<file path="src/rtl/hc_pkg.sv">
// Shared types and helpers for the round-robin Hamming encoder arbiter.
package hc_pkg;

    localparam int unsigned DATA_WD_DEF = 4;
    localparam int unsigned CHK_WD_DEF  = 3;
    localparam int unsigned MAX_REQ     = 32;
    localparam int unsigned MAX_REQ_W   = 5;

    typedef enum logic {EMPTY, FULL} arb_state_e;

    // First asserted valid at or after ptr, wrapping modulo num; one-hot or zero.
    function automatic logic [MAX_REQ-1:0] rr_pick(input logic [MAX_REQ-1:0] valid,
                                                   input int unsigned       ptr,
                                                   input int unsigned       num);
        logic [MAX_REQ-1:0] gnt;
        logic               found;
        int unsigned        idx;
        gnt   = '0;
        found = 1'b0;
        for (int unsigned i = 0; i < MAX_REQ; i++) begin
            idx = (ptr + i) % num;
            if (i < num && !found && valid[idx[MAX_REQ_W-1:0]]) begin
                gnt[idx[MAX_REQ_W-1:0]] = 1'b1;
                found                   = 1'b1;
            end
        end
        return gnt;
    endfunction

endpackage

</file>
<file path="src/rtl/hc_enc.sv">
// Combinational Hamming encoder: codeword bit p-1 holds position p, parity at powers of two.
module hc_enc #(
    parameter int unsigned DATA_WD = 4,
    parameter int unsigned CHK_WD  = 3
) (
    input  logic [DATA_WD-1:0]        data_i,
    output logic [DATA_WD+CHK_WD-1:0] code_o
);

    localparam int unsigned CW = DATA_WD + CHK_WD;

    logic [DATA_WD-1:0] rem;
    logic [CW-1:0]      cw;
    logic [CW-1:0]      mask;

    always_comb begin
        rem  = data_i;
        cw   = '0;
        mask = '0;
        // Data fills the non-power-of-two positions in ascending order.
        for (int unsigned p = 1; p <= CW; p++) begin
            if ((p & (p - 1)) != 0) begin
                cw[p-1] = rem[0];
                rem     = rem >> 1;
            end
        end
        for (int unsigned c = 0; c < CHK_WD; c++) begin
            mask = '0;
            for (int unsigned p = 1; p <= CW; p++) begin
                if (((p >> c) & 1) != 0) begin
                    mask[p-1] = 1'b1;
                end
            end
            cw[(1 << c) - 1] = ^(cw & mask);
        end
        code_o = cw;
    end

endmodule

</file>
<file path="src/rtl/hc_enc_arb.sv">
// Round-robin arbiter sharing one Hamming encoder, with a single-entry output buffer.
module hc_enc_arb
    import hc_pkg::*;
#(
    parameter int unsigned DATA_WD = DATA_WD_DEF,
    parameter int unsigned CHK_WD  = CHK_WD_DEF,
    parameter int unsigned NUM_REQ = 4,
    parameter int unsigned ID_WD   = $clog2(NUM_REQ)
) (
    input  logic                         i_clk,
    input  logic                         i_rst_n,
    input  logic [NUM_REQ-1:0]           i_req_valid,
    input  logic [NUM_REQ*DATA_WD-1:0]   i_req_data,
    output logic [NUM_REQ-1:0]           o_req_ready,
    output logic                         o_valid,
    input  logic                         i_ready,
    output logic [DATA_WD+CHK_WD-1:0]    o_enc_data,
    output logic [ID_WD-1:0]             o_src_id
);

    localparam int unsigned CW = DATA_WD + CHK_WD;

    arb_state_e         state_q;
    logic [ID_WD-1:0]   rr_ptr_q;
    logic [ID_WD-1:0]   src_id_q;
    logic [CW-1:0]      enc_q;

    logic               load;
    logic               xfer;
    logic [MAX_REQ-1:0] gnt_full;
    logic [NUM_REQ-1:0] gnt;
    logic [ID_WD-1:0]   gnt_idx;
    logic [DATA_WD-1:0] sel_data;
    logic [CW-1:0]      enc_w;
    logic               unused_gnt;

    assign load       = (state_q == EMPTY) || i_ready;
    assign gnt_full   = rr_pick(MAX_REQ'(i_req_valid), 32'(rr_ptr_q), NUM_REQ);
    assign gnt        = gnt_full[NUM_REQ-1:0];
    assign unused_gnt = ^gnt_full[MAX_REQ-1:NUM_REQ];

    always_comb begin
        gnt_idx  = '0;
        sel_data = '0;
        for (int unsigned k = 0; k < NUM_REQ; k++) begin
            if (gnt[k]) begin
                gnt_idx  = ID_WD'(k);
                sel_data = i_req_data[k*DATA_WD +: DATA_WD];
            end
        end
    end

    // Reset gating keeps any request in the reset cycle from being accepted.
    assign o_req_ready = (load && i_rst_n) ? gnt : '0;
    assign xfer        = |o_req_ready;

    hc_enc #(
        .DATA_WD(DATA_WD),
        .CHK_WD (CHK_WD)
    ) u_hc_enc (
        .data_i(sel_data),
        .code_o(enc_w)
    );

    always_ff @(posedge i_clk) begin
        if (!i_rst_n) begin
            state_q  <= EMPTY;
            rr_ptr_q <= '0;
            enc_q    <= '0;
            src_id_q <= '0;
        end else if (xfer) begin
            state_q  <= FULL;
            enc_q    <= enc_w;
            src_id_q <= gnt_idx;
            rr_ptr_q <= (gnt_idx == ID_WD'(NUM_REQ - 1)) ? '0 : gnt_idx + ID_WD'(1);
        end else if (i_ready) begin
            state_q <= EMPTY;
        end
    end

    assign o_valid    = (state_q == FULL);
    assign o_enc_data = enc_q;
    assign o_src_id   = src_id_q;

endmodule

</file>
<file path="config.mk">
export PLATFORM = sky130hd
export DESIGN_NAME = hc_enc_arb
export DESIGN_NICKNAME = d
export VERILOG_FILES = /design/src/rtl/hc_pkg.sv /design/src/rtl/hc_enc.sv /design/src/rtl/hc_enc_arb.sv
export SDC_FILE = /design/constraint.sdc
export NUM_CORES = 1
export LEC_CHECK = 0
export BUFFER_PORTS_ARGS = -buffer_cell sky130_fd_sc_hd__buf_2
export CAP_MARGIN = 20
export CORE_UTILIZATION = 40
export DETAILED_ROUTE_END_ITERATION = 7
export HOLD_SLACK_MARGIN = 0.12
export PLACE_DENSITY = 0.6
export RECOVER_POWER = 25
export SETUP_SLACK_MARGIN = 0.3
export SYNTH_ARGS = -nofsm -noshare
export SYNTH_HDL_FRONTEND = slang
export SYNTH_SLANG_ARGS = --single-unit
</file>
<file path="constraint.sdc">
create_clock -name i_clk -period 6.03 [get_ports i_clk]
set_clock_uncertainty 0.1 [all_clocks]
set_input_delay 0.9045 -clock i_clk [delete_from_list [all_inputs] [get_ports i_clk]]
set_output_delay 0.9045 -clock i_clk [all_outputs]
set_load 0.02 [all_outputs]
</file>
Yosys cells after proc, flatten, opt, wreduce, memory -nomap -nowiden:

Index checks and enable logic that the tools add are counted.
Widths: inputs -> output; s select.

* input bits: 23
* word-level logic and storage cells: 72
* bits in registers: 12
* output and inout bits: 14

* bitwise logic cells: 4
* reductions and logical operators: 17
* magnitude comparators: 8
* add/sub/neg operators: 4
* equality and inequality tests: 1
* muxes and demuxes: 34

Operators with widths (count)
* $mux 4: 9
* $lt 2x6->1 const B: 4
* $reduce_xor 7->1: 3
* $mux 1: 14
* $or 4x4->4: 3
* $bmux 1 s2: 4
* $demux 1 s2: 4
* $ge 2x1->1 const B: 4
* $logic_and 1x1->1: 8
* $mux 2: 3
* $add 2x1->2 const B: 2
* $add 2x2->2 const B: 2
* $reduce_or 4->1: 1
* $logic_not 1->1: 3
* $eq 2x2->1 const B: 1
* $reduce_bool 2->1: 1
* $logic_or 1x1->1: 1
* $not 1->1: 1

Longest topological paths before layout:

* word-level depth: 17
* gate-level depth with buffers: 14
* gate-level depth less buffers: 12

By module:

A second synthesis with hierarchy kept.

* cell total of the unflattened synthesis: 127
* area, all modules: 1192.4 um^2

Modules (own cells, without submodules)
* hc_enc_arb: cells each 120, area an instance 1083.5 um^2, times used 1, sequential area each 240.2 um^2
* hc_enc: cells each 7, area an instance 108.9 um^2, times used 1, sequential area each 0.0 um^2

Least setup slack after synthesis:

Ideal clock, no wire load.

* path kind: flip-flop to output port
* start point: reg rr_ptr_q[0]
* end point: out o_req_ready[1]
* stages on the path, launching flop included: 10
* slack: 2350 ps
* buffers on the path: 2
* required time: 5025 ps
* arrival time: 2676 ps
* cells stage by stage: dfxtp_1 -> buf_2 -> inv_1 -> ha_1 -> buf_2 -> or3b_1 -> a2111o_1 -> a31oi_4 -> nor2_4 -> nor2_1

* cells in the longest elaborated chain, start to end: 13
* elaborated cells on any way between the ends: 48
* classes of those cells: add/sub (3); order compare (8); mux (24); bitwise (3); reduce/logical (10)

Ends and longest elaborated chain
* from (decl): RTL line hc_enc_arb.sv:24 `logic [ID_WD-1:0] rr_ptr_q;`
* from (signal assigned): RTL line hc_enc_arb.sv:75 `rr_ptr_q <= (gnt_idx == ID_WD'(NUM_REQ - 1)) ? '0 : gnt_idx + ID_WD'(1);`
* parallel branches: the longest is 11 deep, another holds $lt 2x6->1
* $mux 4 (*): RTL line hc_pkg.sv:22 `if (i < num && !found && valid[idx[MAX_REQ_W-1:0]]) begin`
* $mux 4 (*): RTL line hc_enc_arb.sv:54 `assign o_req_ready = (load && i_rst_n) ? gnt : '0;`
* to (decl): RTL line hc_enc_arb.sv:14 `output logic [NUM_REQ-1:0] o_req_ready,`

Every way passes the cells marked *. The select of a mux whose other input is x is not followed.

Worst setup path in the final report:

Same ends and word-level chain as after synthesis.

==> metrics.md <==
| Metric | Value |
|---|---|
| Outcome | finished with violations |
| Failing checks | DRC |
| Root Buffer | clkbuf_4 |
| Leakage | 0.616 nW |
| Synth-to-Final Area Change | 16.0% |
| Antenna violation net count after detailed routing | 0 |
| Synth Warn # | 0 |
| Gr ovfl total | 0 |
| Combinational share of power | between 70% and 80% |
| Top post-synthesis cells by area | dfxtp_1 19%, ha_1 8.0%, nor2b_1 6.0% |
| Main synth FF type | dfxtp_1 |
| Diodes inserted | 0 |
| Die height | ~58 um |
| Hold buffer count at cts | 0 |
| Hold_sp | o_enc_data[1] |
| Final setup TNS | 0 ns |
| Reg2reg path depth | 11 |
| Commonest cells in the synthesized netlist | 12 x dfxtp_1, 12 x nor2b_1, 11 x nor2_1, 9 x nand3_1, 8 x ha_1 |
| Crit path from | rr_ptr_q[0] |
| Cell taking the most area after synthesis | dfxtp_1 |
| Initial Util | a little over two fifths |
| Synth unique cells | 48 |
| Gr usage total | approximately a fifth |
| Die W | 57.8 um |
| Internal cell power | ~0.47 mW |
| Unrepaired setup endpoints after global routing | no |
| Gates resized, CTS repair | 0 |
| Delay-heaviest family, CP | compound AO/OA/AOI/OAI gates |
| Post-synth top area share | between 15 and 20% |
| Sw frac | about 51% |
| Crit Path Class | reg2out |
| CP bufs+invs | 2 |
| Crit-path cells | inv_1 -> ha_1 -> or3b_1 -> a2111o_1 -> a31oi_4 -> nor2_4 -> nor2_1 -> buf_2 |
| Initial antenna violation count | 0 |
| Post-synth EDFFs | 0 |
| Switching pwr | around 0.5 mW |
| Core Area | 2850 um2 |
| Overall power | slightly below 1 mW |
| Routed wire length | approximately 2900 um |
| Syn_area_per_cell | between 8 and 9 um2 |
| Die Area | approximately 3300 um2 |
| Max IR drop VDD | 0.349 mV |
| Multi-input gate area | roughly 950 um2 |
| Hold Path Class | reg2reg |
| Post-CTS Setup Bufs | 0 |
| Avg WL per Cell | ~14 um |
| Setup crit start kind | flop |
| #FFs+latches synth | 12 |
| WHS | 0.357 ns |
| DR DRC count | 5 |
| Via density | about 5.7 |
| Fin util | between 50% and 60% |
| I/O pin cnt | 37 |
| Max cap viols | 0 |
| WP data required | around 5.0 ns |
| DRT iter0 DRCs | 74 |
| PwrDens | approximately 670 nW/um2 |
| Slowest stage delay, CP | a little under 0.7 ns |
| Clock Latency Late Sink | ~0.26 ns |
| Critical path depth | 8 |
| Num CTS Buffers | 3 |
| Sequential area share after synthesis | between 15 and 20% |
| Setup-failing EPs final | 0 |
| Worst-Margin Slew | 0.574 ns |
| Pre-antenna DRT Iters | 6 |
| Period utilization | between 60% and 70% |
| Worst reg2reg startpoint | rr_ptr_q[0] |
| Worst Path Max Fanout | 17 |
| Clock group share of total power | 4.8% |
| Max clock buf depth | 2 |
| Pins Over Slew Limit | 0 |
| Critical-path top delay cell | dfxtp_1 |
| Worst setup EP type | output port |
| Vias in the first global route | around 1100 |
| Fin. Hold Viols | 0 |
| Nets | around 210 |
| Fill cells | between 200 and 300 |
| Arr. time, crit path | between 3 and 4 ns |
| Slew Limit Headroom | 61.7% |
| Share of layout cells above drive strength 1 | between 20% and 30% |
| Global-route wire length before repair | 4930 um |
| Vias | 1176 |
| Min cycle time layout | about 4.1 ns |
| Num rows | 19 |
| Clock net sink count | 12 |
| Post-DP HPWL | about 2300 um |
| Mapped cell area | approximately 1200 um2 |
| WHS Path Cells | 2 |
| Port Buffers | 36 |
| Part of the power in registers | around 15% |
| CTS tree | built |
| CTS H-tree lvls | 1 |
| RD Place Congestion | 0.894 |
| Largest net degree at the start of global routing | 18 |
| Clock-pin slew on the worst setup and hold paths | about 0.070 ns |
| Syn Inst Count | 143 |
| Syn Nets | 174 |
| Sequential cell area | between 200 and 250 um2 |
| Async SR Flop Fraction | 0% |
| Fmax | about 240 MHz |
## registers in the layout, summed over array words and instances (netlist names)
register,flops
o_enc_data,7
o_src_id,2
o_valid,1
rr_ptr_q,2
## cells in the final DEF, fill, tap and decap left out, types with 6 or more instances in the layout
master	count
clkbuf_1	6
nor2_1	11
mux2i_1	7
nor2b_1	12
inv_1	6
buf_2	30
dfxtp_1	12
ha_1	8
nand3_1	9
o21ai_0	7
## through the flow
stage | setup slack (ns) | instance area (um2) | std cells
floorplan | 2.35 | 1250 | 143
global placement | 2.16 | 1430 | 203
detailed placement | 2.12 | 1430 | 203
CTS | 1.88 | 1460 | 206
global route | 1.56 | 1450 | 206
finish | 1.89 | 1450 | 206
## metal layers
layer	global-route usage (%)	vias up	routed length [um]
met5	0	-	0
met4	2.04	0	8
met3	2.68	2	149
met2	29.2	34	1290
met1	28.5	542	1470
li1	-	598	-
## path summary, 6_finish.rpt
kind,endpoint,slack (ns)
worst max-delay path,o_req_ready[1],1.89
worst min-delay path,o_enc_data[1],0.36
worst max register to register,o_enc_data[1],2.10
worst min register to register,o_enc_data[1],0.36
## cell type report
cell class | instances | area share, %
clock buffers | 3 | 1.56
inverters | 6 | 1.56
multi-input cells | 118 | 65.7
flip-flops and latches | 12 | 16.6
well taps | 31 | 2.68
repair buffers | 36 | 11.9
## worst reg2reg max path, delay by kind of cell (launching register included)
kind	cells	cell delay (ns)
compound gates	5	1.33
flops	1	0.69
simple gates	2	0.59
fa+ha+maj	1	0.46
xor+xnor	2	0.45
buf+inv	1	0.21
## power groups by stage
stage                     Combinational, mW  Clock, mW  Sequential (mW)
after floorplan                       0.610          0            0.168
after global placement                0.770          0            0.150
after detailed placement              0.772          0            0.151
after CTS                             0.777     0.0492            0.149
after global routing                  0.853     0.0524            0.155
final                                 0.773     0.0469            0.149
## logic make-up (layout without fill, tap and decap cells)
group | after synthesis | in the layout | synth area share, %
xor+xnor | 5 | 5 | 3.51
flops | 12 | 12 | 19.3
compound gates | 40 | 40 | 27.1
buf+inv | 13 | 45 | 4.51
fa+ha+maj | 8 | 8 | 8.02
mux | 14 | 14 | 14.9
simple gates | 51 | 51 | 22.7
Power figures use the tool's default switching activity.
